$ cat config.mk
export PLATFORM = sky130hd
export DESIGN_NAME = imem_boot_loader
export DESIGN_NICKNAME = d
export VERILOG_FILES = /design/src/rtl/imem_boot_loader.sv
export SDC_FILE = /design/constraint.sdc
export NUM_CORES = 1
export LEC_CHECK = 0
export CAP_MARGIN = 20
export CORE_MARGIN = 5
export CORE_UTILIZATION = 40
export DETAILED_ROUTE_END_ITERATION = 8
export PLACE_DENSITY = 0.68
export SLEW_MARGIN = 5
export SYNTH_ARGS = -nofsm -noshare
export SYNTH_HDL_FRONTEND = slang
export SYNTH_SLANG_ARGS = --single-unit
$ cat constraint.sdc
create_clock -name clk_i -period 6.1 [get_ports clk_i]
set_input_delay 1.22 -clock clk_i [delete_from_list [all_inputs] [get_ports clk_i]]
set_output_delay 1.22 -clock clk_i [all_outputs]
set_load 0.05 [all_outputs]
$ cat src/rtl/imem_boot_loader.sv
// rtl/imem_boot_loader.sv - boot sequencer: zero-fills instruction memory, loads a byte-serial image, releases the CPU
// Image: 16-bit big-endian word count N, then N big-endian 32-bit words.
module imem_boot_loader #(
   parameter int IMEM_DEPTH = 256,
   parameter int ADDR_W     = 8
) (
   input  logic              clk_i,
   input  logic              rst_i,
   input  logic              byte_valid_i,
   input  logic [7:0]        byte_i,
   output logic              byte_ready_o,
   output logic              imem_we_o,
   output logic [ADDR_W-1:0] imem_addr_o,
   output logic [31:0]       imem_data_o,
   output logic              start_o,
   output logic              busy_o,
   output logic              err_o,
   output logic [ADDR_W:0]   word_cnt_o
);
   typedef enum logic [2:0] {
      S_CLEAR,
      S_HDR_HI,
      S_HDR_LO,
      S_LOAD,
      S_RUN,
      S_ERR
   } state_t;

   localparam logic [ADDR_W:0] DEPTH_W  = (ADDR_W+1)'(IMEM_DEPTH);
   localparam logic [15:0]     DEPTH_16 = 16'(IMEM_DEPTH);

   state_t            r_state;
   state_t            w_nxt;
   logic [ADDR_W:0]   r_clr_addr;
   logic [15:0]       r_hdr;
   logic [23:0]       r_asm;
   logic [1:0]        r_bcnt;
   logic              r_pend;
   logic              r_ready;
   logic              r_we;
   logic [ADDR_W-1:0] r_addr;
   logic [31:0]       r_data;
   logic              r_start;
   logic              r_busy;
   logic              r_err;
   logic [ADDR_W:0]   r_wcnt;

   logic              w_acc;
   logic              w_wr;
   logic              w_last;
   logic              w_clr_wr;
   logic [15:0]       w_n_full;
   logic [15:0]       w_cnt_inc;

   always_comb begin
      w_nxt     = r_state;
      w_acc     = byte_valid_i && r_ready;
      w_wr      = 1'b0;
      w_last    = 1'b0;
      w_clr_wr  = 1'b0;
      w_n_full  = {r_hdr[15:8], byte_i};
      w_cnt_inc = 16'(r_wcnt) + 16'd1;
      case (r_state)
         S_CLEAR: begin
            // The counter runs one past the last address so the final zero write
            // lands before byte_ready_o rises.
            if (r_clr_addr == DEPTH_W) w_nxt = S_HDR_HI;
            else                       w_clr_wr = 1'b1;
         end
         S_HDR_HI: if (w_acc) w_nxt = S_HDR_LO;
         S_HDR_LO: begin
            if (w_acc) begin
               if (w_n_full == 16'd0)          w_nxt = S_RUN;
               else if (w_n_full > DEPTH_16)   w_nxt = S_ERR;
               else                            w_nxt = S_LOAD;
            end
         end
         S_LOAD: begin
            if (r_pend) begin
               w_nxt = S_RUN;
            end else if (w_acc && r_bcnt == 2'd3) begin
               w_wr   = 1'b1;
               w_last = (w_cnt_inc == r_hdr);
            end
         end
         default: ;
      endcase
   end

   always_ff @(posedge clk_i or posedge rst_i) begin
      if (rst_i) begin
         r_state    <= S_CLEAR;
         r_clr_addr <= '0;
         r_hdr      <= '0;
         r_asm      <= '0;
         r_bcnt     <= '0;
         r_pend     <= 1'b0;
         r_ready    <= 1'b0;
         r_we       <= 1'b0;
         r_addr     <= '0;
         r_data     <= '0;
         r_start    <= 1'b0;
         r_busy     <= 1'b0;
         r_err      <= 1'b0;
         r_wcnt     <= '0;
      end else begin
         r_state <= w_nxt;
         r_we    <= 1'b0;
         if (w_clr_wr) begin
            r_we       <= 1'b1;
            r_addr     <= r_clr_addr[ADDR_W-1:0];
            r_data     <= 32'd0;
            r_clr_addr <= r_clr_addr + (ADDR_W+1)'(1);
         end
         if (r_state == S_HDR_HI && w_acc) r_hdr[15:8] <= byte_i;
         if (r_state == S_HDR_LO && w_acc) r_hdr[7:0]  <= byte_i;
         if (r_state == S_LOAD && w_acc) begin
            r_asm  <= {r_asm[15:0], byte_i};
            r_bcnt <= r_bcnt + 2'd1;
         end
         if (w_wr) begin
            r_we   <= 1'b1;
            r_addr <= r_wcnt[ADDR_W-1:0];
            r_data <= {r_asm, byte_i};
            r_wcnt <= r_wcnt + (ADDR_W+1)'(1);
         end
         if (w_last) r_pend <= 1'b1;
         // Ready drops during the final write so trailing bytes are never taken.
         r_ready <= (w_nxt inside {S_HDR_HI, S_HDR_LO, S_LOAD}) && !w_last;
         r_busy  <= (w_nxt inside {S_CLEAR, S_HDR_HI, S_HDR_LO, S_LOAD});
         r_start <= (w_nxt == S_RUN);
         r_err   <= (w_nxt == S_ERR);
      end
   end

   assign byte_ready_o = r_ready;
   assign imem_we_o    = r_we;
   assign imem_addr_o  = r_addr;
   assign imem_data_o  = r_data;
   assign start_o      = r_start;
   assign busy_o       = r_busy;
   assign err_o        = r_err;
   assign word_cnt_o   = r_wcnt;

endmodule

==> After elaboration in Yosys (flattened, before gate mapping) <==
Cells that the tools add are included.
{ "word_totals": {"elab_cells": 65, "output_inout_bits": 54, "input_bits": 11, "reg_bits": 109} }
{ "op_classes": {"n_reduce_logical": 13, "addsub": 4, "eq_ne": 11, "n_lt_le_gt_ge": 1, "muxes": 21} }
{ "op_table": {"columns": ["op", "count"], "rows": [
  ["two-way mux 32 bit", 2],
  ["adder 9 x 1 -> 9 bit (second input constant)", 2],
  ["two-way mux 3 bit", 6],
  ["== test 10 x 16 -> 1 bit", 1],
  ["> comparator 16 x 9 -> 1 bit (second input constant)", 1],
  ["zero test 16 bit", 1],
  ["two-way mux 8 bit", 2],
  ["== test 3 x 2 -> 1 bit (second input constant)", 4],
  ["case mux 3 bit (4 select lines)", 1],
  ["adder 9 x 1 -> 10 bit (second input constant)", 1],
  ["two-way mux 1 bit", 10],
  ["== test 9 bit (second input constant)", 1],
  ["== test 3 x 1 -> 1 bit (second input constant)", 2],
  ["== test 3 bit (second input constant)", 2],
  ["logical AND 1 bit", 6],
  ["zero test 3 bit", 2],
  ["nonzero test 4 bit", 1],
  ["nonzero test 3 bit", 1],
  ["adder 2 x 1 -> 2 bit (second input constant)", 1],
  ["== test 2 bit (second input constant)", 1],
  ["nonzero test 2 bit", 1],
  ["zero test 1 bit", 1]
]} }

==> Longest topological paths before layout <==
{ "depth": {"word_depth": 8, "ltp_mapped": 8} }

==> Least setup slack after synthesis <==
Ideal clock, no wire load.
{ "synth_timing": {"path_type": "input-to-reg", "from": "input byte_valid_i", "to": "register r_wcnt[7], in the netlist word_cnt_o[7]", "arrival_time_ns": 2.496, "slack_ns": 3.524, "t_required_ns": 6.020, "stages": 5, "path_buffers": 1, "cell_sequence": "nand3_1 or4_1 clkbuf_1 nor3_1 xnor2_1"} }
{ "synth_between": {"elab_chain_cells": 5} }
{ "synth_rtl": {"columns": ["item", "line", "text"], "rows": [
  ["start: declaration", "9", "input logic byte_valid_i,"],
  ["logical AND 1 bit", "57", "w_acc = byte_valid_i && r_ready;"],
  ["logical AND 1 bit", "81", "end else if (w_acc && r_bcnt == 2'd3) begin"],
  ["two-way mux 1 bit", "81", null],
  ["two-way mux 1 bit", "79", "if (r_pend) begin"],
  ["two-way mux 1 bit", "63", "case (r_state)"],
  ["end signal: assignment", "125", "r_wcnt <= r_wcnt + (ADDR_W+1)'(1);"],
  ["end: declaration", "46", "logic [ADDR_W:0] r_wcnt;"]
]} }
Every way passes these cells.
A chain may end at the register's enable or synchronous reset.

==> Worst setup path in the final report <==
{ "layout_timing": {"from": "input byte_valid_i", "to": "register r_wcnt[4], in the netlist word_cnt_o[4]"} }
The elaborated chain is that of the path after synthesis.

==> results_dict.tcl <==
set metrics [dict create \
    status "finished clean" \
    cts_root_buf "clkbuf_16" \
    hold_start "r_clr_addr[8]" \
    core_area_mm2 0.01142 \
    period_minus_slack_ns 3.266 \
    cts_resized 0 \
    worstPathArrival_ns 3.49 \
    cap_viol_max_count 0 \
    cts_buffer_depth 2 \
    grt_max_degree 63 \
    cts_buffers 9 \
    slowest_stage "or4_1" \
    path_buf_inv 1 \
    power_w 0.001349 \
    avgSynthCellArea_um2 12.74 \
    synth-xor-area-share_pct 4.896 \
    power_density_mw_per_mm2 234.6 \
    clock_skew_ns 0.008779 \
    synth_fa_ha_area_share_pct 1.076 \
    die_height_um 117.8 \
    drtIter0Drc 182 \
    synth_edf_count 0 \
    antenna_found_initial 0 \
    syn_area_mm2 0.004651 \
    tightestPinTransition_ns 0.7688 \
    clk_latency_ns 0.35 \
    post-route-period-util_pct 53.55 \
    p_leak_nw 2.597 \
    ir_worst_vdd_mv 0.1942 \
    dr_total_vias 3104 \
    via_per_inst 5.427 \
    r2r_start "r_clr_addr[0]" \
    synth_top_family_by_area "multiplexers" \
    ys_seq_area_share_pct 58.65 \
    hold_ws_ns 0.4740 \
    cts_tree "yes" \
    cp_slowest_stage_delay_ns 0.90 \
    grt_pass1_vias 3192 \
    row_count 39 \
    clkSinkCount 109 \
    drive_gt1_share_pct 17.48 \
    die_x_um 117.8 \
    whs_endpoint "r_clr_addr[8]" \
    place_congestion 0.8338 \
    required_ns 6.33 \
    layout.nets 440 \
    start_kind "input port" \
    rsz0062_at_grt "no" \
    cts_max_level 3 \
    grt_overflow_total 0 \
    grt_usage_pct 15.09 \
    start_util_pct 40.73 \
    r2r-end "imem_data_o[24]" \
    hpwlAfterDp_um 6552 \
    n_antenna_cell 0 \
    endpoint_kind "flip-flop" \
    finalSetupViolCount 0 \
    synth-simple-area-share_pct 10.22 \
    cts-hold-fix-buffers 0 \
    synth_ff_type "dfrtp_1" \
    crit_family "simple AND/OR/NAND/NOR gates" \
    yosysUniqueCellTypes 47 \
    cp_cell_sequence "clkdlybuf4s50_1 > nand3_1 > or4_1 > or3_1 > xnor2_1" \
    slew_viol_final 0 \
    totalWireLength_um 9991 \
    yosysWarnings 0 \
    syn_to_final_growth_pct 23.59 \
    drt-wirelength-per-cell_um 17.47 \
    drc 0 \
    ys_seq_elements 109 \
    synth_compound_area_share_pct 10.87 \
    design.die.area_mm2 0.01388 \
    syn_inst 365 \
    path_class "input port to flip-flop" \
    slew_headroom_pct 48.75 \
    clock.fmax_mhz 306.1 \
    async_flop_share_pct 100.0 \
    cts_setup_buffers 0 \
    synthMuxAreaShare_pct 11.65 \
    crit_cells 5 \
    cts.clk_slew.worst_paths_ns 0.07 \
    hold_viol_final 0 \
    rr_worst_depth 8 \
    firstDrtPassIters 4 \
    ant_nets 0 \
    path_max_fanout 22 \
    tns_ns 0 \
    hold_path_class "flip-flop to flip-flop" \
    io_buffers 64 \
    ioPinCount 65 \
    grt_pass1_wl_um 17060 \
    syn_nets 380 \
    min_path_cells 1 \
    r2r_setup_slack_ns 3.70 \
]
final cells by class:
class / count / area [um2]
inverters: 9 / 36.28
clock inverters: 6 / 81.33
multi-input cells: 227 / 1821
well taps: 143 / 178.9
repair buffers: 69 / 678.2
clock buffers: 9 / 225.2
flip-flops and latches: 109 / 2728
fillers: 1018 / 5670
metal layers:
metal / routed length [um] / track usage [%] / vias up
met2: 4647 / 22.56 / 105
met1: 4596 / 20.88 / 1543
met3: 635 / 5.478 / 10
li1: - / - / 1446
met5: 0 / 0 / -
met4: 112 / 3.871 / 0
cells by family after synthesis:
| group | count (synthesis) |
|---|---|
| AOI/OAI and AO/OA | 65 |
| xor gates and xnor gates | 26 |
| DFF | 109 |
| adders and majority gates | 4 |
| buffers and inverters | 29 |
| muxes | 49 |
| and+or+nand+nor | 83 |
Yosys cell counts (all sizes together), types with 2 or more instances:
library cell / count / area (um2)
dfrtp: 109 / 2728
mux2: 41 / 461.7
a22o: 32 / 280.3
xnor2: 19 / 166.4
nor2: 17 / 63.81
nand2: 15 / 56.30
a21oi: 13 / 65.06
buf: 11 / 55.05
clkbuf: 9 / 33.78
inv: 9 / 33.78
mux2i: 8 / 80.08
nand4: 8 / 50.05
nor4: 7 / 50.05
xor2: 7 / 61.31
nand3: 6 / 42.54
or3: 6 / 38.79
and3: 4 / 26.28
ha: 4 / 50.05
nor3: 4 / 25.02
nor4b: 4 / 35.03
o21ai: 4 / 20.02
or2: 3 / 18.77
or4: 3 / 22.52
a2111oi: 2 / 23.77
a211o: 2 / 17.52
a21boi: 2 / 15.01
a221oi: 2 / 17.52
nand4b: 2 / 17.52
power by group:
group	switching, W	total (W)	internal, W
logic	0.0000198	0.0000264	0.00000659
clock network	0.000275	0.000600	0.000325
registers	0	0.000722	0.000722
total	0.000295	0.00135	0.00105
stage by stage:
| stage | util, % | instance area, um2 | setup slack [ns] | cells |
|---|---|---|---|---|
| finish | 50.34 | 5748 | 2.834 | 572 |
| CTS | 50.34 | 5748 | 2.867 | 572 |
| global placement | 47.66 | 5441 | 2.534 | 557 |
| global route | 50.34 | 5748 | 2.750 | 572 |
| floorplan | - | 4651 | 2.006 | 365 |
| detailed placement | 47.66 | 5441 | 2.495 | 557 |
registers in the layout, summed over array words and instances, names as in the netlist, 2 cells and up:
name and flops:
r_hdr 16, r_state 3, word_cnt_o 9, imem_addr_o 8, imem_data_o 32, r_bcnt 2
r_clr_addr 9, r_asm 24
worst max path at each step:
stage	start	end	slack, ns
final	byte_valid_i	word_cnt_o[4]	2.83
after floorplan	rst_i	busy_o	2.01
after detailed placement	byte_valid_i	word_cnt_o[4]	2.50
after CTS	byte_valid_i	word_cnt_o[4]	2.87
after global placement	byte_valid_i	word_cnt_o[4]	2.53
after global routing	byte_valid_i	err_o	2.75
worst register-to-register path: stages (launching register included):
cell and delay (ns):
dfrtp_1 0.46, inv_1 0.12, ha_1 0.15, nor4b_1 0.50
a2111oi_2 0.15, buf_4 0.25, nor2_2 0.13, buf_4 0.37
a22o_1 0.21
cells in the final DEF (no fill, tap or decap), drive strengths merged, types with 8 or more instances in the layout:
| master | n |
|---|---|
| a22o | 32 |
| mux2i | 8 |
| nor2 | 17 |
| mux2 | 41 |
| xnor2 | 19 |
| nand4 | 8 |
| a21oi | 13 |
| inv | 12 |
| clkdlybuf4s50 | 64 |
| clkbuf | 9 |
| nand2 | 15 |
| dfrtp | 109 |
(Power assumes the default switching activity.)
==> patch 1: new RTL, same settings <==
Change the parameter `ADDR_W` from 8 to 7.
--- a/src/rtl/imem_boot_loader.sv
+++ b/src/rtl/imem_boot_loader.sv
@@ -2,7 +2,7 @@
 // Image: 16-bit big-endian word count N, then N big-endian 32-bit words.
 module imem_boot_loader #(
    parameter int IMEM_DEPTH = 256,
-   parameter int ADDR_W     = 8
+   parameter int ADDR_W     = 7
 ) (
    input  logic              clk_i,
    input  logic              rst_i,
Ports: changed (resized imem_addr_o and word_cnt_o); port bits go from 65 to 63. No check against the original RTL was run, so the function may have changed too.
==> patch 1 against the unedited design <==
Total power grew 0.97%; highest routed layer unchanged; cell count rose by 7.2%; design area decreased by 1.7%; non-clock buffer count fell by 2; area after synthesis fell by 2.6%; via count rose by 2.2%; sequential cell count fell by 3; wire length grew 2.4%; count of clock-buffer cells in the layout stayed put; worst setup slack got worse by 31 ps; largest cell class unchanged; critical path type unchanged.
==> patch 1: results (changes against the unedited design) <==
[global_routing]
grt_util_met2_pct=26.70  ; was 22.56%
grt_max_degree=73  ; was 63
met1_usage_pct=22.71  ; was 20.88%

[critical_path]
slowest_stage=a2111oi_0  ; was or4_1
critPathMaxFanout=42  ; was 22

[cells_and_area]
buffer_area_share_pct=12.00  ; was 11.80%
nFillCells=991  ; was 1,018
clock_cell_area_share_pct=5.933  ; was 5.333%
drive_gt1_share_pct=15.86  ; was 17.48%
multi_input_area_share_pct=31.26  ; was 31.67%
inverters=11  ; was 9

[synthesis]
synth_nets=425  ; was 380
ys_ff_latch=106  ; was 109
synth.yosys.seq_area_share_pct=58.56  ; was 58.65%
synth_compound_area_share_pct=4.337  ; was 10.87%
muxShareOfSynthArea_pct=10.88  ; was 11.65%
synthAdderAreaFrac_pct=1.105  ; was 1.076%
yosysUniqueCellTypes=43  ; was 47

[status]
status=complete, no violations  ; unchanged

[detailed_routing]
num_vias=3172  ; was 3,104
wl_met3_um=474  ; was 635 µm
vias_per_cell=5.175  ; was 5.427
wirelength_um=10230  ; was 9991 µm

[placed_design]
pre_cts_ws_ps=2463  ; was 2495 ps
dp.final_hpwl_um=6911  ; was 6552 µm

[pwr]
vdd_drop_max_uv=111.5  ; was 194.2 µV

patch 1: cell types whose count changed after synthesis, sizes merged, moves of 4 or more:
cell	before	now
nand2	15	88
nand3	6	40
a22o	32	0
a21oi	13	3
buf	11	4
clkbuf	9	16
mux2i	8	2
xnor2	19	14
a31oi	1	5
nand4	8	4
or3	6	2
patch 1: power breakdown:
part           internal (mW)  leakage, nW  total, mW  switching (mW)
registers              0.702         1.43      0.702               0
logic                0.00667         1.18     0.0261          0.0195
clock network          0.367        0.159      0.633           0.266
total                   1.08         2.77       1.36           0.286
patch 1: worst paths after layout:
kind / from / to / slack (ps)
worst max-delay path: byte_valid_i / r_pend / 2800
worst min register to register: r_asm[16] / imem_data_o[24] / 470
min in group asynchronous: rst_i / imem_data_o[7] / 1420
worst min-delay path: r_asm[16] / imem_data_o[24] / 470
max in group asynchronous: rst_i / imem_addr_o[3] / 3670
worst max register to register: r_state[0] / r_pend / 3540
==> patch 2: new RTL, config.mk and constraints unchanged <==
Without the edit above. Remove the register `r_err`: a continuous assignment takes its place, so the output `err_o` follows one clock earlier.
--- a/src/rtl/imem_boot_loader.sv
+++ b/src/rtl/imem_boot_loader.sv
@@ -101,7 +101,6 @@
          r_data     <= '0;
          r_start    <= 1'b0;
          r_busy     <= 1'b0;
-         r_err      <= 1'b0;
          r_wcnt     <= '0;
       end else begin
          r_state <= w_nxt;
@@ -129,9 +128,10 @@
          r_ready <= (w_nxt inside {S_HDR_HI, S_HDR_LO, S_LOAD}) && !w_last;
          r_busy  <= (w_nxt inside {S_CLEAR, S_HDR_HI, S_HDR_LO, S_LOAD});
          r_start <= (w_nxt == S_RUN);
-         r_err   <= (w_nxt == S_ERR);
       end
    end
+
+   assign r_err = (w_nxt == S_ERR);
 
    assign byte_ready_o = r_ready;
    assign imem_we_o    = r_we;
Behaviour: no difference found for any inputs over 10 cycles, from zero or initial values and one cycle with rst_i high; that may be too few to reach the edited logic, so the function may still have changed.
==> patch 2 against the unedited design <==
Worst setup slack worse by 2000 ps; total power is 1.1% higher; area after synthesis shrank 0.54%; sequential cell count is 1 lower; highest routed layer unchanged; cell count grew 0.17%; critical path depth increased by 2; synthesized cell count down 0.27%; design area hardly changed; wire length up 0.90%; hold slack worse by 3.1 ps.
==> patch 2: results (changes against the unedited design) <==
[sta]
fin_skew_ps=5.148  ; was 8.779 ps
whs_ps=470.9  ; was 474.0 ps
relSlewSlack_pct=47.66  ; was 48.75%

[cells_and_area]
drive_gt1_share_pct=17.67  ; was 17.48%

[critical_path]
critPathMaxFanout=5  ; was 22
r2r_cells=4  ; was 8
timing.rr.start=r_state[2]  ; was r_clr_addr[0]
cpLargestDelayFamily=buffers and inverters  ; was simple AND/OR/NAND/NOR gates
ff2ff_setup_slack_ps=3650  ; was 3700 ps
r2r-end=word_cnt_o[4]  ; was imem_data_o[24]
critical-path-max-stage-delay_ps=870  ; was 900 ps

[detailed_routing]
dr_wl_met2_um=4780  ; was 4647 µm
m1WireLength_um=4680  ; was 4596 µm
wl_per_cell_um=17.59  ; was 17.47 µm
drt_iter0_markers=185  ; was 182
num_vias=3114  ; was 3,104

[global_routing]
grt_max_degree=58  ; was 63
grt_usage_pct=15.61  ; was 15.09%
grt_pass1_wl_um=17730  ; was 17,060 µm
grt_util_met2_pct=24.33  ; was 22.56%
antenna_found_initial=0  ; unchanged
grtUsageMet3_pct=4.277  ; was 5.478%
grt_pass1_vias=3377  ; was 3,192
met1_usage_pct=21.11  ; was 20.88%

[clock_tree]
clk_pin_slew_ps=70  ; about the same

[pwr]
power_leakage_nw=2.599  ; was 2.597 nW
vdd_drop_max_uv=164.3  ; was 194.2 µV

[synthesis]
synth_area_leaders=dfrtp_1, mux2_2, a22o_1  ; unchanged
synthAdderAreaFrac_pct=1.082  ; was 1.076%
synth.yosys.seq_area_share_pct=58.43  ; was 58.65%
synth_common_cells=dfrtp_1, mux2_2, a22o_1  ; unchanged
synthCells=364  ; was 365
yosys.area_share.xor_xnor_pct=4.923  ; was 4.896%
muxShareOfSynthArea_pct=11.71  ; was 11.65%

[status]
status=complete, no violations  ; unchanged

[placed_design]
gp_congestion=0.9050  ; was 0.8338
dp.final_hpwl_um=6803  ; was 6552 µm
pre_cts_ws_ps=839.9  ; was 2495 ps

[patch 2: worst max-delay path by stage]
| stage | depth (start not counted) | startpoint | end | slack (ps) |
|---|---|---|---|---|
| 3_3_place_gp | 7 | byte_i[4] | err_o | 840 |
| 4_1_cts | 7 | byte_i[5] | err_o | 830 |
| 3_5_place_dp | 7 | byte_i[5] | err_o | 840 |
| 5_1_grt | 7 | byte_i[4] | err_o | 590 |
| 6_report | 7 | byte_i[5] | err_o | 850 |
| 2_1_floorplan | 5 | byte_valid_i | err_o | 1460 |
[patch 2: layout make-up]
type / count / area [µm²]
sequential: 108 / 2703
tap: 143 / 178.9
clock buffer: 11 / 242.7
multi-input combinational: 227 / 1821
fill: 1031 / 5620
timing repair buffer: 70 / 685.7
clock inverter: 5 / 82.58
inverter: 9 / 36.28
[patch 2: power breakdown]
part,switching [mW],internal (mW),leakage (nW),total (mW)
logic,0.0182,0.00659,0.986,0.0248
registers,0,0.716,1.45,0.716
clock network,0.251,0.373,0.160,0.623
